## config.mk

```make
export PLATFORM = sky130hd
export DESIGN_NAME = fetch_redirect_unit
export DESIGN_NICKNAME = d
export VERILOG_FILES = /design/src/rtl/fetch_redirect_unit.sv
export SDC_FILE = /design/constraint.sdc
export NUM_CORES = 1
export LEC_CHECK = 0
export CORE_ASPECT_RATIO = 1.1
export CORE_MARGIN = 3
export CORE_UTILIZATION = 35
export CTS_CLUSTER_DIAMETER = 40
export DETAILED_ROUTE_END_ITERATION = 6
export PLACE_DENSITY_LB_ADDON = 0.1
export SETUP_SLACK_MARGIN = 0.05
export SLEW_MARGIN = 20
export SYNTH_ARGS = -nofsm -noshare
export SYNTH_HDL_FRONTEND = slang
export SYNTH_SLANG_ARGS = --single-unit
```

## constraint.sdc

```tcl
create_clock -name clk -period 4.15 [get_ports clk]
set_input_delay 0.83 -clock clk [delete_from_list [all_inputs] [get_ports clk]]
set_output_delay 0.83 -clock clk [all_outputs]
set_load 0.1 [all_outputs]
```

## src/rtl/fetch_redirect_unit.sv

```systemverilog
`default_nettype none
// ============================================================================
// Module      : fetch_redirect_unit
// Description : Fetch-stage PC generator behind a gshare predictor. Steers
//               the fetch PC from the prediction, tracks predicted branches
//               in an in-order in-flight queue, and flushes and redirects
//               fetch when execute resolves the oldest branch to a different
//               next-PC. Emits the predictor update bundle for each resolved
//               branch.
// Revision    : 1.0 - initial release
// ============================================================================
module fetch_redirect_unit #(
    parameter int PC_W  = 6,
    parameter int DEPTH = 4,
    parameter int CNT_W = 8
) (
    input  logic             clk,
    input  logic             reset,
    input  logic             stall_in,
    input  logic             if_is_branch,
    input  logic             bp_prediction,
    input  logic [PC_W-1:0]  bp_target,
    input  logic             ex_resolve_valid,
    input  logic             ex_taken,
    input  logic [PC_W-1:0]  ex_target,
    output logic [PC_W-1:0]  fetch_pc,
    output logic             fetch_valid,
    output logic             fetch_stall_out,
    output logic             flush,
    output logic             upd_branch,
    output logic [PC_W-1:0]  upd_pc,
    output logic [PC_W-1:0]  upd_target,
    output logic             upd_taken,
    output logic [CNT_W-1:0] mispredict_count,
    output logic             protocol_err
);

    localparam int PTR_W  = $clog2(DEPTH);
    localparam int QCNT_W = PTR_W + 1;

    typedef enum logic [0:0] {
        ST_RUN     = 1'b0,
        ST_RECOVER = 1'b1
    } state_t;

    state_t             state_q, state_d;
    logic               fetch_valid_q, fetch_valid_d;
    logic [PC_W-1:0]    pc_q, pc_d;
    logic [PTR_W-1:0]   head_q, head_d;
    logic [PTR_W-1:0]   tail_q, tail_d;
    logic [QCNT_W-1:0]  count_q, count_d;
    logic               flush_q, flush_d;
    logic               upd_branch_q, upd_branch_d;
    logic [PC_W-1:0]    upd_pc_q, upd_pc_d;
    logic [PC_W-1:0]    upd_target_q, upd_target_d;
    logic               upd_taken_q, upd_taken_d;
    logic [CNT_W-1:0]   mis_cnt_q, mis_cnt_d;
    logic               perr_q, perr_d;

    // Queue storage: branch PC and the next-PC that fetch actually followed.
    logic [PC_W-1:0]    q_pc_q   [DEPTH];
    logic [PC_W-1:0]    q_next_q [DEPTH];

    logic               w_full;
    logic               w_adv;
    logic               w_push;
    logic               w_pop;
    logic               w_mispredict;
    logic [PC_W-1:0]    w_pc_plus1;
    logic [PC_W-1:0]    w_pred_next;
    logic [PC_W-1:0]    w_head_plus1;
    logic [PC_W-1:0]    w_actual_next;

    // Datapath decisions: advance, push/pop, and next-PC comparison.
    always_comb begin
        w_full        = (count_q == QCNT_W'(DEPTH));
        w_adv         = fetch_valid_q & ~stall_in & ~(if_is_branch & w_full);
        w_pc_plus1    = pc_q + PC_W'(1);
        w_pred_next   = bp_prediction ? bp_target : w_pc_plus1;
        w_pop         = ex_resolve_valid & (count_q != '0);
        w_head_plus1  = q_pc_q[head_q] + PC_W'(1);
        w_actual_next = ex_taken ? ex_target : w_head_plus1;
        // Only the next-PC matters: a "wrong" direction that lands on the
        // same address fetch already took costs nothing.
        w_mispredict  = w_pop & (w_actual_next != q_next_q[head_q]);
        // A redirect squashes everything younger, including this cycle's push.
        w_push        = w_adv & if_is_branch & ~w_mispredict;
    end

    // Next-state for FSM, PC, queue bookkeeping and status outputs.
    always_comb begin
        state_d       = state_q;
        pc_d          = pc_q;
        head_d        = head_q;
        tail_d        = tail_q;
        count_d       = count_q;
        upd_branch_d  = w_pop;
        upd_pc_d      = upd_pc_q;
        upd_target_d  = upd_target_q;
        upd_taken_d   = upd_taken_q;
        mis_cnt_d     = mis_cnt_q;
        perr_d        = perr_q | (ex_resolve_valid & (count_q == '0));
        flush_d       = w_mispredict;

        case (state_q)
            ST_RUN:     if (w_mispredict) state_d = ST_RECOVER;
            ST_RECOVER: state_d = ST_RUN;
            default:    state_d = ST_RUN;
        endcase
        fetch_valid_d = (state_d == ST_RUN);

        if (w_pop) begin
            upd_pc_d     = q_pc_q[head_q];
            upd_target_d = ex_target;
            upd_taken_d  = ex_taken;
        end

        if (w_mispredict) begin
            pc_d    = w_actual_next;
            head_d  = '0;
            tail_d  = '0;
            count_d = '0;
            if (mis_cnt_q != '1) mis_cnt_d = mis_cnt_q + CNT_W'(1);
        end else begin
            if (w_adv) pc_d = (if_is_branch & bp_prediction) ? bp_target : w_pc_plus1;
            if (w_push) tail_d = tail_q + PTR_W'(1);
            if (w_pop)  head_d = head_q + PTR_W'(1);
            count_d = count_q + QCNT_W'(w_push) - QCNT_W'(w_pop);
        end
    end

    // State registers, cleared asynchronously.
    always_ff @(posedge clk or negedge reset) begin
        if (!reset) begin
            state_q       <= ST_RUN;
            fetch_valid_q <= 1'b0;
            pc_q          <= '0;
            head_q        <= '0;
            tail_q        <= '0;
            count_q       <= '0;
            flush_q       <= 1'b0;
            upd_branch_q  <= 1'b0;
            upd_pc_q      <= '0;
            upd_target_q  <= '0;
            upd_taken_q   <= 1'b0;
            mis_cnt_q     <= '0;
            perr_q        <= 1'b0;
        end else begin
            state_q       <= state_d;
            fetch_valid_q <= fetch_valid_d;
            pc_q          <= pc_d;
            head_q        <= head_d;
            tail_q        <= tail_d;
            count_q       <= count_d;
            flush_q       <= flush_d;
            upd_branch_q  <= upd_branch_d;
            upd_pc_q      <= upd_pc_d;
            upd_target_q  <= upd_target_d;
            upd_taken_q   <= upd_taken_d;
            mis_cnt_q     <= mis_cnt_d;
            perr_q        <= perr_d;
        end
    end

    // Queue payload write; validity is tracked by count, so no reset needed.
    always_ff @(posedge clk) begin
        if (w_push) begin
            q_pc_q[tail_q]   <= pc_q;
            q_next_q[tail_q] <= w_pred_next;
        end
    end

    assign fetch_pc         = pc_q;
    assign fetch_valid      = fetch_valid_q;
    assign fetch_stall_out  = fetch_valid_q & if_is_branch & w_full;
    assign flush            = flush_q;
    assign upd_branch       = upd_branch_q;
    assign upd_pc           = upd_pc_q;
    assign upd_target       = upd_target_q;
    assign upd_taken        = upd_taken_q;
    assign mispredict_count = mis_cnt_q;
    assign protocol_err     = perr_q;

endmodule
`default_nettype wire

```

==> metrics.yaml <==
clock_network:
  cts_tree: "done"
  htree_levels: 3
  path_clk_slew_ps: 60
  clock_latency_ps: 330
  post_cts_buffers: 0
  cts_buffer_depth: 2
  cts_buffers: 9
  cts_resized: 0
  hold_buffers: 0
  cts_num_sinks: 87
  cts_root_buf: "clkbuf_16"
route:
  wl_met3_um: 375
  drc: 0
  drt-total-wl_um: 8540
  wl_met1_um: 4130
  routed_via_density: 4.84
  ant_nets: 0
  top_layer: "met4"
  drt_iter0_markers: 86
  first_pass_iters: 4
  dr_wl_met2_um: 3950
  wl_per_cell_um: 16.1
  vias: 2563
power_and_ir_drop:
  power_leakage_uw: 0.00199
  power_uw: 4130
  peakVddDrop_v: 0.000433
  power_density_nw_per_um2: 817
grt:
  grt_pass1_wl_um: 14200
  grt_pass1_vias: 2592
  groute.usage.overall: 0.144
  globalRouteOverflowTotal: 0
  antenna_found_initial: 0
  grt_max_degree: 40
yosys:
  synthXorXnorAreaFrac: 0.0413
  muxShareOfSynthArea: 0.113
  synthArstFlopShare: 0.448
  syn_area_um2: 4030
  synth_top_family_by_area: "simple AND/OR/NAND/NOR gates"
  netlist_instances: 311
  syn_avg_cell_area_um2: 12.9
  synth_edf_count: 48
  synth-compound-area-share: 0.0510
  syn_nets: 340
  ys_ff_latch: 87
  ys_warn_count: 0
  ys.flop_type: "edfxtp_1"
  ys_seq_area_frac: 0.600
  yosys.area_share.simple: 0.135
  synthAdderAreaFrac: 0.0329
  synth_cell_types: 45
sta:
  rsz0062_at_grt: "no"
  tightest_slew_ps: 975
  relSlewSlack: 0.348
  slew_viol_final: 0
  setup_viol: 0
  skew_ps: 7.00
  min_period_ps: 3820
  final.setup.tns_ps: 0
  finalCritPeriodShare: 0.921
  hold_violations: 0
  max_freq_mhz: 262
final_layout:
  n_antenna_cell: 0
  drive_gt1_frac: 0.141
  syn_to_final_growth_pct: 25.4
  nets: 406
  fin_area_um2: 5050
  fillers: 984
placed_design:
  io_buffers: 50
  place_area_um2: 4770
  dp_hpwl_um: 6160
  gp_congestion: 0.792
setup_path:
  regToRegSetupSlack_ps: 330
  required_ps: 4360
  path_class: "reg2reg"
  r2r-start: "head_q[0]"
  worst_setup_path_end_kind: "flip-flop"
  r2r_cells: 18
  r2r-end: "count_q[2]"
  critPathMaxFanout: 4
  worstPathArrival_ps: 4030
  cp-start-kind: "flip-flop"
status:
  status: "finished clean"
floorplan:
  die-area_um2: 12800
  initial_core_util: 0.364
  ioPinCount: 51
  dieWidth_um: 108
  num_rows: 40
  core_um2: 11100
  die_y_um: 118
worst_hold_path:
  hold_start: "protocol_err"
  min_to: "protocol_err"
  hold_path_class: "reg2reg"
  hold_depth: 1
flow_run:
  maxCapViolCount: 0
## cell families after synthesis
logic type	Yosys count
buf+inv	23
simple gates	112
compound gates	32
mux	28
flops	87
fa+ha+maj	10
xor+xnor	19
## where the power goes
group | total (uW) | leakage, uW | switching, uW | internal [uW]
Sequential | 1370 | 0.000910 | 196 | 1170
Clock | 734 | 0.000134 | 328 | 406
Combinational | 2020 | 0.000949 | 1470 | 549
## synth_stat cells, types with 2 or more instances
cell,number,area [um^2]
clkbuf_1,5,18.8
a31oi_1,5,31.3
mux4_1,4,105
and3_1,2,12.5
o21ai_0,8,40.0
and2_1,5,31.3
mux2i_1,9,90.1
buf_1,2,7.51
a211o_1,2,17.5
buf_2,3,15.0
xnor2_1,12,105
nand3_1,10,50.1
o21a_1,4,30.0
nand2b_1,5,31.3
edfxtp_1,48,1440
mux4_2,8,180
nor3b_1,3,22.5
buf_6,2,22.5
a21oi_1,5,25.0
xor2_1,7,61.3
nand4_1,3,18.8
nand2_1,55,206
o22ai_1,2,12.5
ha_1,9,113
a21o_1,2,15.0
nor3_1,4,20.0
dfrtp_1,39,976
mux2_2,6,67.6
nor2_1,16,60.1
inv_1,11,41.3
## area by class of cell
cell class,count,area [um^2],share of cell area
clock inverters,7,47.5,0.00942
flip-flops and latches,87,2420,0.479
repair buffers,67,624,0.124
clock buffers,9,225,0.0446
multi-input cells,201,1510,0.299
inverters,11,41.3,0.00818
well taps,147,184,0.0364
## through the flow
step                utilization  cells  setup slack (ps)  hold slack (ps)
finish                    0.457    529               330              451
global route              0.457    529              56.8              459
CTS                       0.456    529               136              454
detailed placement        0.431    513               118              440
global placement          0.431    513               259              436
floorplan                     -    311               378              426
## flip-flops by register name, indices dropped and copies added (netlist names), 2 cells and up
| name | cells |
|---|---|
| q_next_q | 24 |
| q_pc_q | 24 |
| mispredict_count | 8 |
| fetch_pc | 6 |
| upd_pc | 6 |
| upd_target | 6 |
| count_q | 3 |
| head_q | 2 |
| tail_q | 2 |
## critical path: stages, from the launching register on
cell      delay [ps]
dfrtp_2          420
mux4_2           550
ha_1             240
nand2b_1          80
o22ai_1           90
a211o_1          300
nand3_1          150
xor2_1           200
nand4_1          170
a21oi_1          230
inv_1             60
ha_1             260
inv_1             50
ha_1             130
inv_1             40
fa_1             370
xor2_1           170
xnor2_1          140
nor2_1            60
## cell usage in the layout, fill, tap and decap left out, drive strengths merged, types with 5 or more instances in the layout
cell / instances
mux4: 12
buf: 19
a21oi: 5
inv: 13
clkdlybuf4s50: 48
mux2: 7
xor2: 7
a31oi: 5
xnor2: 12
nor2: 16
nand2: 55
nand2b: 5
mux2i: 9
edfxtp: 48
ha: 9
nand3: 11
clkbuf: 9
dfrtp: 39
o21ai: 8
and2: 5
## worst max path at each step
| stage | end | slack [ps] | from | cells past startpoint |
|---|---|---|---|---|
| 2_1_floorplan | count_q[2] | 380 | head_q[0] | 19 |
| 3_3_place_gp | count_q[2] | 260 | ex_taken | 16 |
| 3_5_place_dp | count_q[2] | 120 | ex_taken | 16 |
| 4_1_cts | count_q[2] | 140 | head_q[0] | 17 |
| 5_1_grt | count_q[2] | 60 | head_q[1] | 18 |
| 6_report | count_q[2] | 330 | head_q[0] | 18 |
## layer usage
metal  global-route usage  vias up
li1                     -     1258
met1                0.209     1247
met2                0.217       52
met3               0.0339        6
met4               0.0379        0
met5                    0        -
Power figures use the tool's default switching activity.
